<file path="config.mk">
export PLATFORM = sky130hd
export DESIGN_NAME = uart_rx
export DESIGN_NICKNAME = d
export VERILOG_FILES = /design/src/rtl/uart_rx.sv
export SDC_FILE = /design/constraint.sdc
export NUM_CORES = 1
export LEC_CHECK = 0
export ABC_CLOCK_PERIOD_IN_PS = 3900
export CAP_MARGIN = 20
export CORE_MARGIN = 5
export CORE_UTILIZATION = 55
export CTS_BUF_LIST = sky130_fd_sc_hd__clkbuf_4 sky130_fd_sc_hd__clkbuf_8
export DETAILED_ROUTE_END_ITERATION = 8
export GPL_TIMING_DRIVEN = 0
export PLACE_DENSITY = 0.8
export RECOVER_POWER = 50
export SLEW_MARGIN = 10
export SYNTH_ARGS = -nofsm -noshare
export SYNTH_HDL_FRONTEND = slang
export SYNTH_SLANG_ARGS = --single-unit
</file>
<file path="constraint.sdc">
create_clock -name clk -period 3.9 [get_ports clk]
set_clock_uncertainty 0.1 [all_clocks]
set_input_delay 0.585 -clock clk [delete_from_list [all_inputs] [get_ports clk]]
set_output_delay 0.585 -clock clk [all_outputs]
set_load 0.02 [all_outputs]
</file>
<file path="src/rtl/uart_rx.sv">
// rtl/uart_rx.sv - 8N1 UART receiver with mid-bit sampling and a one-cycle valid/frame_err strobe.
// Optional UART_RX_MAJORITY_EN: each sample point takes a 3-sample majority of the synchronized line.
module uart_rx #(
    parameter int CLK_PER_BIT = 32
) (
    input  logic       clk,
    input  logic       rst,
    input  logic       rx,
    output logic [7:0] data_out,
    output logic       valid,
    output logic       frame_err,
    output logic       busy
);
    localparam logic [7:0] HALF = 8'((CLK_PER_BIT - 1) / 2);
    localparam logic [7:0] LAST = 8'(CLK_PER_BIT - 1);

    typedef enum logic [2:0] {
        IDLE      = 3'd0,
        START     = 3'd1,
        DATA      = 3'd2,
        STOP      = 3'd3,
        WAIT_HIGH = 3'd4
    } state_t;

    state_t     state, state_n;
    logic       sync1, rx_s;
    logic [7:0] cnt, cnt_n;
    logic [2:0] idx, idx_n;
    logic [7:0] shift, shift_n;
    logic [7:0] data_n;
    logic       valid_n, ferr_n;
    logic       samp;

`ifdef UART_RX_MAJORITY_EN
    // rx_s as seen at the previous two edges; together with rx_s this gives a zero-latency vote.
    logic [1:0] hist;

    always_ff @(posedge clk or posedge rst) begin
        if (rst) hist <= 2'b11;
        else     hist <= {hist[0], rx_s};
    end

    assign samp = (rx_s & hist[0]) | (rx_s & hist[1]) | (hist[0] & hist[1]);
`else
    assign samp = rx_s;
`endif

    always_ff @(posedge clk or posedge rst) begin
        if (rst) begin
            sync1     <= 1'b1;
            rx_s      <= 1'b1;
            state     <= IDLE;
            cnt       <= 8'd0;
            idx       <= 3'd0;
            shift     <= 8'd0;
            data_out  <= 8'd0;
            valid     <= 1'b0;
            frame_err <= 1'b0;
            busy      <= 1'b0;
        end else begin
            sync1     <= rx;
            rx_s      <= sync1;
            state     <= state_n;
            cnt       <= cnt_n;
            idx       <= idx_n;
            shift     <= shift_n;
            data_out  <= data_n;
            valid     <= valid_n;
            frame_err <= ferr_n;
            busy      <= (state != IDLE);
        end
    end

    always_comb begin
        state_n = state;
        cnt_n   = cnt;
        idx_n   = idx;
        shift_n = shift;
        data_n  = data_out;
        valid_n = 1'b0;
        ferr_n  = 1'b0;
        case (state)
            IDLE: begin
                cnt_n = 8'd0;
                idx_n = 3'd0;
                if (!rx_s) state_n = START;
            end
            START: begin
                if (cnt < HALF) begin
                    cnt_n = cnt + 8'd1;
                end else begin
                    cnt_n   = 8'd0;
                    state_n = samp ? IDLE : DATA;
                end
            end
            DATA: begin
                if (cnt < LAST) begin
                    cnt_n = cnt + 8'd1;
                end else begin
                    cnt_n        = 8'd0;
                    shift_n[idx] = samp;
                    if (idx == 3'd7) begin
                        state_n = STOP;
                        idx_n   = 3'd0;
                    end else begin
                        idx_n = idx + 3'd1;
                    end
                end
            end
            STOP: begin
                if (cnt < LAST) begin
                    cnt_n = cnt + 8'd1;
                end else begin
                    cnt_n = 8'd0;
                    if (samp) begin
                        data_n  = shift;
                        valid_n = 1'b1;
                        state_n = IDLE;
                    end else begin
                        ferr_n  = 1'b1;
                        state_n = WAIT_HIGH;
                    end
                end
            end
            // A held-low line (break) must return high before a new start is accepted.
            WAIT_HIGH: begin
                if (rx_s) state_n = IDLE;
            end
            default: begin
                state_n = IDLE;
                cnt_n   = 8'd0;
                idx_n   = 3'd0;
            end
        endcase
    end
endmodule

</file>
==> summary.txt <==
Synth
  • Yosys warns: 0
  • Synth Area in Compound Gates: 10.29%
  • Post-synth top area cell: dfrtp_1
  • Syn_area_per_cell: 12.63 um2
  • Simple-gate share of the synthesized area: 17.67%
  • Syn_nets: 135
  • Netlist cell types: 39
  • Synthesized area: 0.001629 mm2
  • XOR/XNOR share of the synthesized area: 0%
  • Area share of the leading cell type in the synthesized netlist: 50.69%
  • Mapped Cells: 129
  • Synthesized flop and latch total: 35
  • Top cells by area, synth: dfrtp_1 51%, mux2_4 7.4%, mux2_2 6.2%
  • Mux cell area share after synthesis: 13.59%
  • Largest family of logic cells by synthesized area: simple AND/OR/NAND/NOR gates
  • Synth Area in Adders: 2.304%
  • Fraction of the yosys area taken by sequential cells: 53.92%

STA
  • Crit path time final: 2007 ps
  • RSZ-0062 raised after global routing: no
  • Crit share post-route: 51.47%
  • Hold Vio Cnt, Final: 0
  • Worst relative slew slack: 14.12%
  • Final setup fails: 0
  • FMAX: 498.2 MHz
  • Worst-margin pin slew: 1287 ps
  • Final slew viol count: 0
  • Sum Neg Setup Slack: 0 ps
  • Hold_ws: 260.6 ps

Setup path
  • Worst R2R Setup Slack: 1940 ps
  • CP Buf/Inv Count: 1
  • Critical path capture point type: primary output
  • Worst EP required: 3210 ps
  • Worst Path Max Fanout: 2
  • Critical path depth in cells: 1
  • Worst Setup Path Type: reg -> out
  • Arr. time, crit path: 1320 ps
  • Reg-to-reg startpoint: cnt[0]
  • Worst R2R Path Depth: 6
  • FF-to-FF End: data_out[4]
  • Type of origin of the critical path: flop
  • Crit-path max cell delay: 620 ps
  • Crit-path cells: clkdlybuf4s50_1
  • Kind of cell adding the most delay to the critical path: buffers and inverters
  • Crit-path slowest cell: clkdlybuf4s50_1

Placement
  • Placer Congestion: 0.8139
  • Final HPWL from detailed placement: 2091 um
  • Post-Place Cells: 173
  • # port buffers: 13

Clocking
  • Total CTS buffers: 5
  • CTS root buf: clkbuf_4
  • H-tree depth: 2
  • Resize count post-CTS: 0
  • Clock buffer depth: 2
  • CTS tree: yes
  • Post CTS Setup Buffer Count: 0
  • Hold Buf Count CTS: 0
  • Worst-skew pair later-pin latency: 340 ps
  • Clock slew at reported path FFs: 100 ps
  • Clk sinks: 35

Floorplanning
  • I/O Pins: 14
  • Die X: 64.43 um
  • Starting Density: 58.07%
  • Core Region: 0.002805 mm2
  • DIE AREA: 0.004151 mm2
  • Num rows: 19
  • Die height: 64.43 um

Worst hold path
  • Hold path startpoint: sync1
  • Hold Path Sink: rx_s
  • Hold path depth: 0
  • Worst hold path class: reg -> reg

Final layout
  • Fill cells: 216
  • Most common cell after layout, fill and taps aside: dfrtp_1
  • Commonest non-fill, non-tap cells in the layout: 33 x dfrtp_1, 11 x clkdlybuf4s50_1, 9 x mux2_2, 9 x nand2_1
  • # diodes: 0
  • Area Overhead vs Synth: 13.90%
  • Final nets: 155
  • Final std cells w/o fill: 181
  • Share of layout cells above drive strength 1: 25.33%

Route
  • Final ANT Viol Nets: 0
  • DRT Wirelength: 2941 um
  • TritonRoute pass-1 iters: 4
  • Vias/cell: 5.967
  • Drt wl/cell: 16.25 um
  • Routed via count: 1,080
  • DRC Markers: 0
  • First DRT Iteration DRCs: 34

Global routing
  • Total global-route track usage: 16.02%
  • Vias in the first global route: 1,073
  • Initial antenna violation count: 0
  • Largest net degree at the start of global routing: 36
  • Gr ovfl total: 0
  • First-pass GRT wire length: 5085 um

Pwr
  • Max rail drop VDD: 0.2749 mV
  • Lkg Pwr: 0.8708 nW
  • Power Density: 427.6 mW/mm2

Run status
  • Status: finished, final reports clean

Flow run
  • Max-cap viol count: 0
==> registers in the layout, summed over array words and instances (netlist names) <==
signal and flops:
cnt 8, data_out 8, shift 8, idx 3, state 3, busy 1, frame_err 1, rx_s 1
sync1 1, valid 1
==> logic make-up after synthesis <==
kind of cell / after synthesis
compound gates: 22
buf+inv: 7
flops: 35
fa+ha+maj: 3
mux: 17
simple gates: 45
==> per-layer routing <==
metal | track usage, % | vias up | share of wire [%]
li1 | - | 511 | -
met1 | 20.02 | 534 | 44
met2 | 25.39 | 28 | 49
met3 | 5.354 | 7 | 5.4
met4 | 7.124 | 0 | 1.9
met5 | 0 | - | 0
==> worst max path at each step <==
stage                     start          end  slack [ps]
global placement            rst     shift[2]        1710
global route                rst     shift[0]        1650
finish              data_out[2]  data_out[2]        1890
detailed placement       cnt[0]  data_out[5]        1980
CTS                 data_out[7]  data_out[7]        1870
floorplan                cnt[0]     shift[2]        2150
==> layout make-up <==
type                    count  area, um2  area share [%]
flip-flops and latches     35      878.3           47.34
multi-input cells          87      714.4           38.50
repair buffers             13      130.1           7.013
clock buffers               7      52.55           2.832
well taps                  31      38.79           2.090
plain buffers               6      32.53           1.753
clock inverters             1      5.005          0.2697
inverters                   1      3.754          0.2023
==> Yosys cell counts <==
library cell  count
a22o_1            3
a21oi_1           3
nor4b_2           1
ha_1              3
clkbuf_1          3
nand2_1           9
o2bb2ai_1         3
nand2b_1          1
buf_6             1
dfrtp_1          33
nand3_1           2
dfstp_2           2
a311oi_1          1
mux2_2            9
mux2_4            8
nand2b_2          1
and3_1            6
or3_1             2
o41ai_1           1
nor4b_1           1
a21bo_2           1
nand4_4           1
or2_1             1
and2_1            1
a21oi_2           1
nor3_4            1
buf_2             2
nor2b_1           2
o21ai_0           4
inv_1             1
nor3b_1           4
nand3b_1          2
o31ai_1           2
and4bb_2          1
a32o_1            1
nor2_1            8
nor3_1            1
o22ai_1           1
a22oi_2           1
==> power by group <==
part / switching [mW] / total, mW / internal [mW]
Clock: 0.115 / 0.199 / 0.0841
Combinational: 0.103 / 0.180 / 0.0769
Sequential: 0.0246 / 0.415 / 0.390
Total: 0.242 / 0.793 / 0.551
==> through the flow <==
| step | util, % | power [mW] | setup slack (ps) | cell area [um2] |
|---|---|---|---|---|
| floorplan | - | 0.5521 | 2152 | 1629 |
| global placement | 64.09 | 0.5896 | 1713 | 1798 |
| detailed placement | 64.09 | 0.6005 | 1980 | 1798 |
| CTS | 66.15 | 0.8000 | 1870 | 1856 |
| global route | 66.15 | 0.8391 | 1654 | 1856 |
| finish | 66.15 | 0.7934 | 1893 | 1856 |
No activity file was read; power rests on OpenSTA's default activity.
